## config.mk

```make
export PLATFORM = sky130hd
export DESIGN_NAME = mult_job_scheduler
export DESIGN_NICKNAME = d
export VERILOG_FILES = /design/src/rtl/mult_sched_pkg.sv /design/src/rtl/mult_job_scheduler_rr_arbiter.sv /design/src/rtl/mult_job_scheduler.sv
export SDC_FILE = /design/constraint.sdc
export NUM_CORES = 1
export LEC_CHECK = 0
export ABC_AREA = 1
export CELL_PAD_IN_SITES_DETAIL_PLACEMENT = 1
export CELL_PAD_IN_SITES_GLOBAL_PLACEMENT = 1
export CORE_MARGIN = 2
export CORE_UTILIZATION = 33
export CTS_CLUSTER_SIZE = 12
export DETAILED_ROUTE_END_ITERATION = 7
export PLACE_DENSITY = 0.74
export SLEW_MARGIN = 20
export SYNTH_ARGS = -nofsm -noshare
export SYNTH_HDL_FRONTEND = slang
export SYNTH_SLANG_ARGS = --single-unit
```

## constraint.sdc

```tcl
create_clock -name clk -period 2.1 [get_ports clk]
set_input_delay 0.315 -clock clk [delete_from_list [all_inputs] [get_ports clk]]
set_output_delay 0.315 -clock clk [all_outputs]
set_load 0.02 [all_outputs]
```

## src/rtl/mult_sched_pkg.sv

```systemverilog
// Shared state encoding, default widths and the round-robin wrap helper
// used by the multiplier job scheduler.
package mult_sched_pkg;

  localparam int DEF_NREQ   = 4;
  localparam int DEF_ADDR_W = 4;
  localparam int DEF_TMO_W  = 10;

  typedef enum logic [2:0] {
    ST_IDLE    = 3'd0,
    ST_ARB     = 3'd1,
    ST_LAUNCH  = 3'd2,
    ST_RELEASE = 3'd3,
    ST_RUN     = 3'd4,
    ST_ACK     = 3'd5
  } sched_state_e;

  // (base + off) mod n, valid for base < n and off < n
  function automatic int rr_wrap(input int base, input int off, input int n);
    int s;
    s = base + off;
    return (s >= n) ? s - n : s;
  endfunction

endpackage

```

## src/rtl/mult_job_scheduler_rr_arbiter.sv

```systemverilog
// Combinational round-robin pick: first set request at or above ptr,
// wrapping round to index 0.
module rr_arbiter
  import mult_sched_pkg::*;
#(
  parameter int NREQ  = DEF_NREQ,
  parameter int IDX_W = $clog2(NREQ)
) (
  input  logic [NREQ-1:0]  req,
  input  logic [IDX_W-1:0] ptr,
  output logic [NREQ-1:0]  gnt,
  output logic [IDX_W-1:0] idx,
  output logic             valid
);

  logic [IDX_W-1:0] cand;

  always_comb begin
    gnt   = '0;
    idx   = '0;
    valid = 1'b0;
    cand  = '0;
    for (int k = 0; k < NREQ; k++) begin
      cand = IDX_W'(rr_wrap(int'(ptr), k, NREQ));
      if (!valid && req[cand]) begin
        valid     = 1'b1;
        idx       = cand;
        gnt[cand] = 1'b1;
      end
    end
  end

endmodule

```

## src/rtl/mult_job_scheduler.sv

```systemverilog
// Round-robin scheduler sharing one multiplier core among NREQ requesters:
// grant, launch with a one-cycle start, wait for done or watchdog, ack.
//
//   state   | meaning
//   IDLE    | no job; waiting for any req
//   ARB     | pick requester, latch index/address
//   LAUNCH  | core_start high, grant asserted
//   RELEASE | start dropped, watchdog cleared
//   RUN     | waiting for core_done or watchdog saturation
//   ACK     | one-cycle ack (+err) to the granted requester
module mult_job_scheduler
  import mult_sched_pkg::*;
#(
  parameter int NREQ   = DEF_NREQ,
  parameter int ADDR_W = DEF_ADDR_W,
  parameter int TMO_W  = DEF_TMO_W
) (
  input  logic                     clk,
  input  logic                     rst,
  input  logic [NREQ-1:0]          req,
  input  logic [NREQ*ADDR_W-1:0]   req_addr,
  output logic [NREQ-1:0]          grant,
  output logic [NREQ-1:0]          ack,
  output logic                     err,
  output logic                     core_start,
  output logic [ADDR_W-1:0]        core_addr,
  input  logic                     core_done,
  output logic                     busy
);

  localparam int IDX_W = $clog2(NREQ);

  sched_state_e      state_q, state_d;
  logic [IDX_W-1:0]  idx_q, idx_d;
  logic [IDX_W-1:0]  ptr_q, ptr_d;
  logic [NREQ-1:0]   gnt_q, gnt_d;
  logic [ADDR_W-1:0] addr_q, addr_d;
  logic              err_q, err_d;
  logic [TMO_W-1:0]  wd_q, wd_d;

  logic [NREQ-1:0]   arb_gnt;
  logic [IDX_W-1:0]  arb_idx;
  logic              arb_valid;
  logic [ADDR_W-1:0] arb_addr;

  rr_arbiter #(
    .NREQ  (NREQ),
    .IDX_W (IDX_W)
  ) u_arb (
    .req   (req),
    .ptr   (ptr_q),
    .gnt   (arb_gnt),
    .idx   (arb_idx),
    .valid (arb_valid)
  );

  always_comb begin
    arb_addr = '0;
    for (int i = 0; i < NREQ; i++) begin
      if (arb_idx == IDX_W'(i)) arb_addr = req_addr[i*ADDR_W +: ADDR_W];
    end
  end

  always_ff @(posedge clk or posedge rst) begin
    if (rst) begin
      state_q <= ST_IDLE;
      idx_q   <= '0;
      ptr_q   <= '0;
      gnt_q   <= '0;
      addr_q  <= '0;
      err_q   <= 1'b0;
      wd_q    <= '0;
    end else begin
      state_q <= state_d;
      idx_q   <= idx_d;
      ptr_q   <= ptr_d;
      gnt_q   <= gnt_d;
      addr_q  <= addr_d;
      err_q   <= err_d;
      wd_q    <= wd_d;
    end
  end

  always_comb begin
    state_d = state_q;
    idx_d   = idx_q;
    ptr_d   = ptr_q;
    gnt_d   = gnt_q;
    addr_d  = addr_q;
    err_d   = err_q;
    wd_d    = wd_q;
    case (state_q)
      ST_IDLE: begin
        if (req != '0) state_d = ST_ARB;
      end
      ST_ARB: begin
        // req may have been withdrawn between IDLE and ARB
        if (arb_valid) begin
          idx_d   = arb_idx;
          gnt_d   = arb_gnt;
          addr_d  = arb_addr;
          state_d = ST_LAUNCH;
        end else begin
          state_d = ST_IDLE;
        end
      end
      ST_LAUNCH: state_d = ST_RELEASE;
      ST_RELEASE: begin
        wd_d    = '0;
        state_d = ST_RUN;
      end
      ST_RUN: begin
        wd_d = wd_q + TMO_W'(1);
        if (core_done) begin
          err_d   = 1'b0;
          state_d = ST_ACK;
        end else if (&wd_q) begin
          err_d   = 1'b1;
          state_d = ST_ACK;
        end
      end
      ST_ACK: begin
        ptr_d   = (idx_q == IDX_W'(NREQ-1)) ? '0 : idx_q + IDX_W'(1);
        state_d = ST_IDLE;
      end
      default: state_d = ST_IDLE;
    endcase
  end

  always_comb begin
    grant      = '0;
    ack        = '0;
    err        = 1'b0;
    core_start = 1'b0;
    busy       = (state_q != ST_IDLE);
    case (state_q)
      ST_LAUNCH: begin
        core_start = 1'b1;
        grant      = gnt_q;
      end
      ST_RELEASE, ST_RUN: grant = gnt_q;
      ST_ACK: begin
        grant = gnt_q;
        ack   = gnt_q;
        err   = err_q;
      end
      default: ;
    endcase
  end

  assign core_addr = addr_q;

endmodule

```

==> impl_results.md <==
- Status: finished, final reports clean
- Area contributors post-synth: dfrtp_1 34%, nand2_1 13%, inv_1 9.5%, ha_1 6.6%, nand3_1 6.6%
- Crit path DAT: 1670 ps
- Remaining DRCs: 0
- Syn avg cell area: 6.99 sq um
- Post-synth top area share: 34.5%
- Num rows: 27
- Final hold violation count: 0
- Adder-Cell Fraction of Synth Area: 6.63%
- Ant. Diodes: 0
- CTS Buf Count: 3
- Via count: 1,900
- List of most frequent post-synthesis cells: 67 x nand2_1, 48 x inv_1, 26 x dfrtp_1, 25 x nand3_1, 22 x nor2_1
- Reg power frac: 21.4%
- DR vias/cell: 4.80
- RR Endpoint: core_addr[0]
- Worst Hold Class: primary input to async pin
- Net Count, Synth: 303
- Final core occ: 46.0%
- Final setup viols: 0
- Slew HR: 72.7%
- Kind of end point of the critical path: primary output
- R2r startpoint: ptr_q[0]
- Drt pass-1 iters: 4
- Max Cap Viol: 0
- Switching Share: 50.0%
- # IOs: 38
- Clock power frac: 11.5%
- Layout Nets: 358
- PD cells: 1450 mW/mm^2
- Final min period: 1990 ps
- Core ar.: 0.00551 sq mm
- Crit path max fanout: 7
- Least-Margin Pin Slew: 406 ps
- Filler instances: 710
- Post-layout total power: 3680 uW
- Hold_ws: 385 ps
- H-tree levels: 1
- Clock Path Buffers: 2
- Synth cell types: 32
- CTS root buffer: clkbuf_8
- Async SR Flop Fraction: 100%
- Sw Pwr: 1840 uW
- # port buffers: 37
- Leakage power: 0.00130 uW
- Hpwl dp: 4050 um
- Post-Synthesis Cells: 270
- Largest net degree at the start of global routing: 27
- Warnings from Yosys: 0
- CTS tree: done
- GPL Wtd Cong: 0.810
- Share of layout cells above drive strength 1: 15.4%
- Final ANT Viol Nets: 0
- Mapped Area: 0.00189 sq mm
- Synth-to-layout area growth: 34.3%
- WL final: 5030 um
- Worst ir drop on vdd: 0.602 mV
- Antenna violations before repair: 0
- F_max: 503 MHz
- Multiplexer area fraction after synthesis: 0%
- First-pass GRT wire length: 8830 um
- Die ar.: 0.00634 sq mm
- Initial Util: 34.3%
- Clock transition at path regs: 100 ps
- Crit Path Class: flip-flop to primary output
- CP Launch Type: flip-flop
- Postcts setup bufs: 0
- Sequential area share after synthesis: 34.5%
- Comb pwr share: 67.1%
- Combinational family with the most area after synthesis: simple AND/OR/NAND/NOR gates
- Area share of and/or/nand/nor cells after synthesis: 34.4%
- Most common cell in the netlist: nand2_1
- Post-Synth XOR/XNOR Area: 0%
- Worst skew pair latency: 270 ps
- R2R Setup Slk: 200 ps
- Top cell type by total area after synthesis: dfrtp_1
- Worst Path Required: 1780 ps
- Period utilisation layout: 94.6%
- First DRT Iteration DRCs: 93
- Grt ovf: 0
- Crit path from: state_q[1]
- Routed len/inst: 12.7 um
- Vias in the first global route: 1,965
- Post-synth EDFFs: 0
- Pins Over Slew Limit: 0
- Synth Register Bits: 26
- Compound-gate portion of the synthesized area: 13.1%
- Synth Flop Type: dfrtp_1
- GRT Overall Usage: 17.3%
- Die Wd: 79.6 um
- Clock Skew: 10.2 ps
- Worst Setup EP: ack[2]
- DIE HEIGHT: 79.6 um
- Internal power: 1840 uW
- Clk sinks: 26
- Worst r2r path cells: 15
-- layout make-up --
type | instances | area [sq um] | area share [%]
clock buffers | 3 | 41.3 | 1.63
clock inverters | 1 | 30.0 | 1.19
inverters | 53 | 199 | 7.85
multi-input cells | 189 | 1060 | 41.8
flip-flops and latches | 26 | 651 | 25.7
well taps | 72 | 90.1 | 3.56
repair buffers | 52 | 464 | 18.3
-- routing by layer --
layer	GRT usage [%]	vias up	wire length, um
met5	0	-	0
met4	3.10	0	31
met3	2.38	2	137
met2	30.3	34	2450
met1	22.9	891	2410
li1	-	973	-
-- cells by family (layout without fill, tap and decap cells) --
family / after synthesis / after routing
DFF: 26 / 26
AOI/OAI and AO/OA: 43 / 43
buffers and inverters: 55 / 109
and+or+nand+nor: 136 / 136
adders and majority gates: 10 / 10
-- worst max-delay path, stage by stage, from the launching register on --
cell             delay (ps)
dfrtp_1                 420
inv_1                   100
nand2_1                  90
nor2_2                  140
inv_1                    90
buf_4                   160
nor2_1                   90
clkdlybuf4s15_1         300
-- cells in the final DEF (no fill, tap or decap), types with 3 or more instances in the layout --
| cell type | count |
|---|---|
| nand2_1 | 66 |
| inv_1 | 47 |
| clkdlybuf4s50_1 | 27 |
| dfrtp_1 | 26 |
| nand3_1 | 23 |
| nor2_1 | 21 |
| o21ai_0 | 18 |
| buf_4 | 15 |
| ha_1 | 9 |
| a21oi_1 | 7 |
| a31oi_1 | 5 |
| nand2_2 | 5 |
| nand3_2 | 5 |
| inv_2 | 4 |
| clkbuf_2 | 4 |
| clkdlybuf4s15_1 | 4 |
| nand4_1 | 3 |
| nand2_4 | 3 |
| clkbuf_8 | 3 |
-- power by group through the flow --
stage | clock network, uW | logic, uW | registers, uW
6_report | 422 | 2470 | 787
4_1_cts | 432 | 2420 | 790
5_1_grt | 461 | 2800 | 814
3_3_place_gp | 0 | 2360 | 789
2_1_floorplan | 0 | 1590 | 839
3_5_place_dp | 0 | 2430 | 795
-- how the worst min path moves through the flow --
| stage | slack, ps | to | cells past startpoint |
|---|---|---|---|
| floorplan | 360 | core_addr[0] | 1 |
| global placement | 480 | core_addr[3] | 2 |
| detailed placement | 480 | core_addr[0] | 2 |
| CTS | 400 | wd_q[2] | 3 |
| global route | 410 | wd_q[2] | 3 |
| finish | 380 | wd_q[2] | 3 |
-- flip-flops by register name, summed over array words and instances (netlist names) --
signal	count
wd_q	10
idx_q	2
err_q	1
core_addr	4
gnt_q	4
ptr_q	2
state_q	3
-- repair_timing --
item,in CTS,in global routing
pin swaps,0,2
hold buffers,0,0
resized for setup,11,21
endpoints found under the setup margin,10,15
endpoints found under the hold margin,0,0
-- metrics by stage --
step | cell area [sq um] | setup TNS, ps | cells | setup slack [ps]
5_1_grt | 2530 | -28.4 | 396 | -7.55
3_3_place_gp | 2440 | -22.3 | 392 | -22.3
6_report | 2530 | 0 | 396 | 113
3_5_place_dp | 2440 | -434 | 392 | -157
4_1_cts | 2510 | 0 | 396 | 3.95
2_1_floorplan | 1890 | 0 | 270 | 63.9
Note: power is estimated with default switching activity, not from simulation.
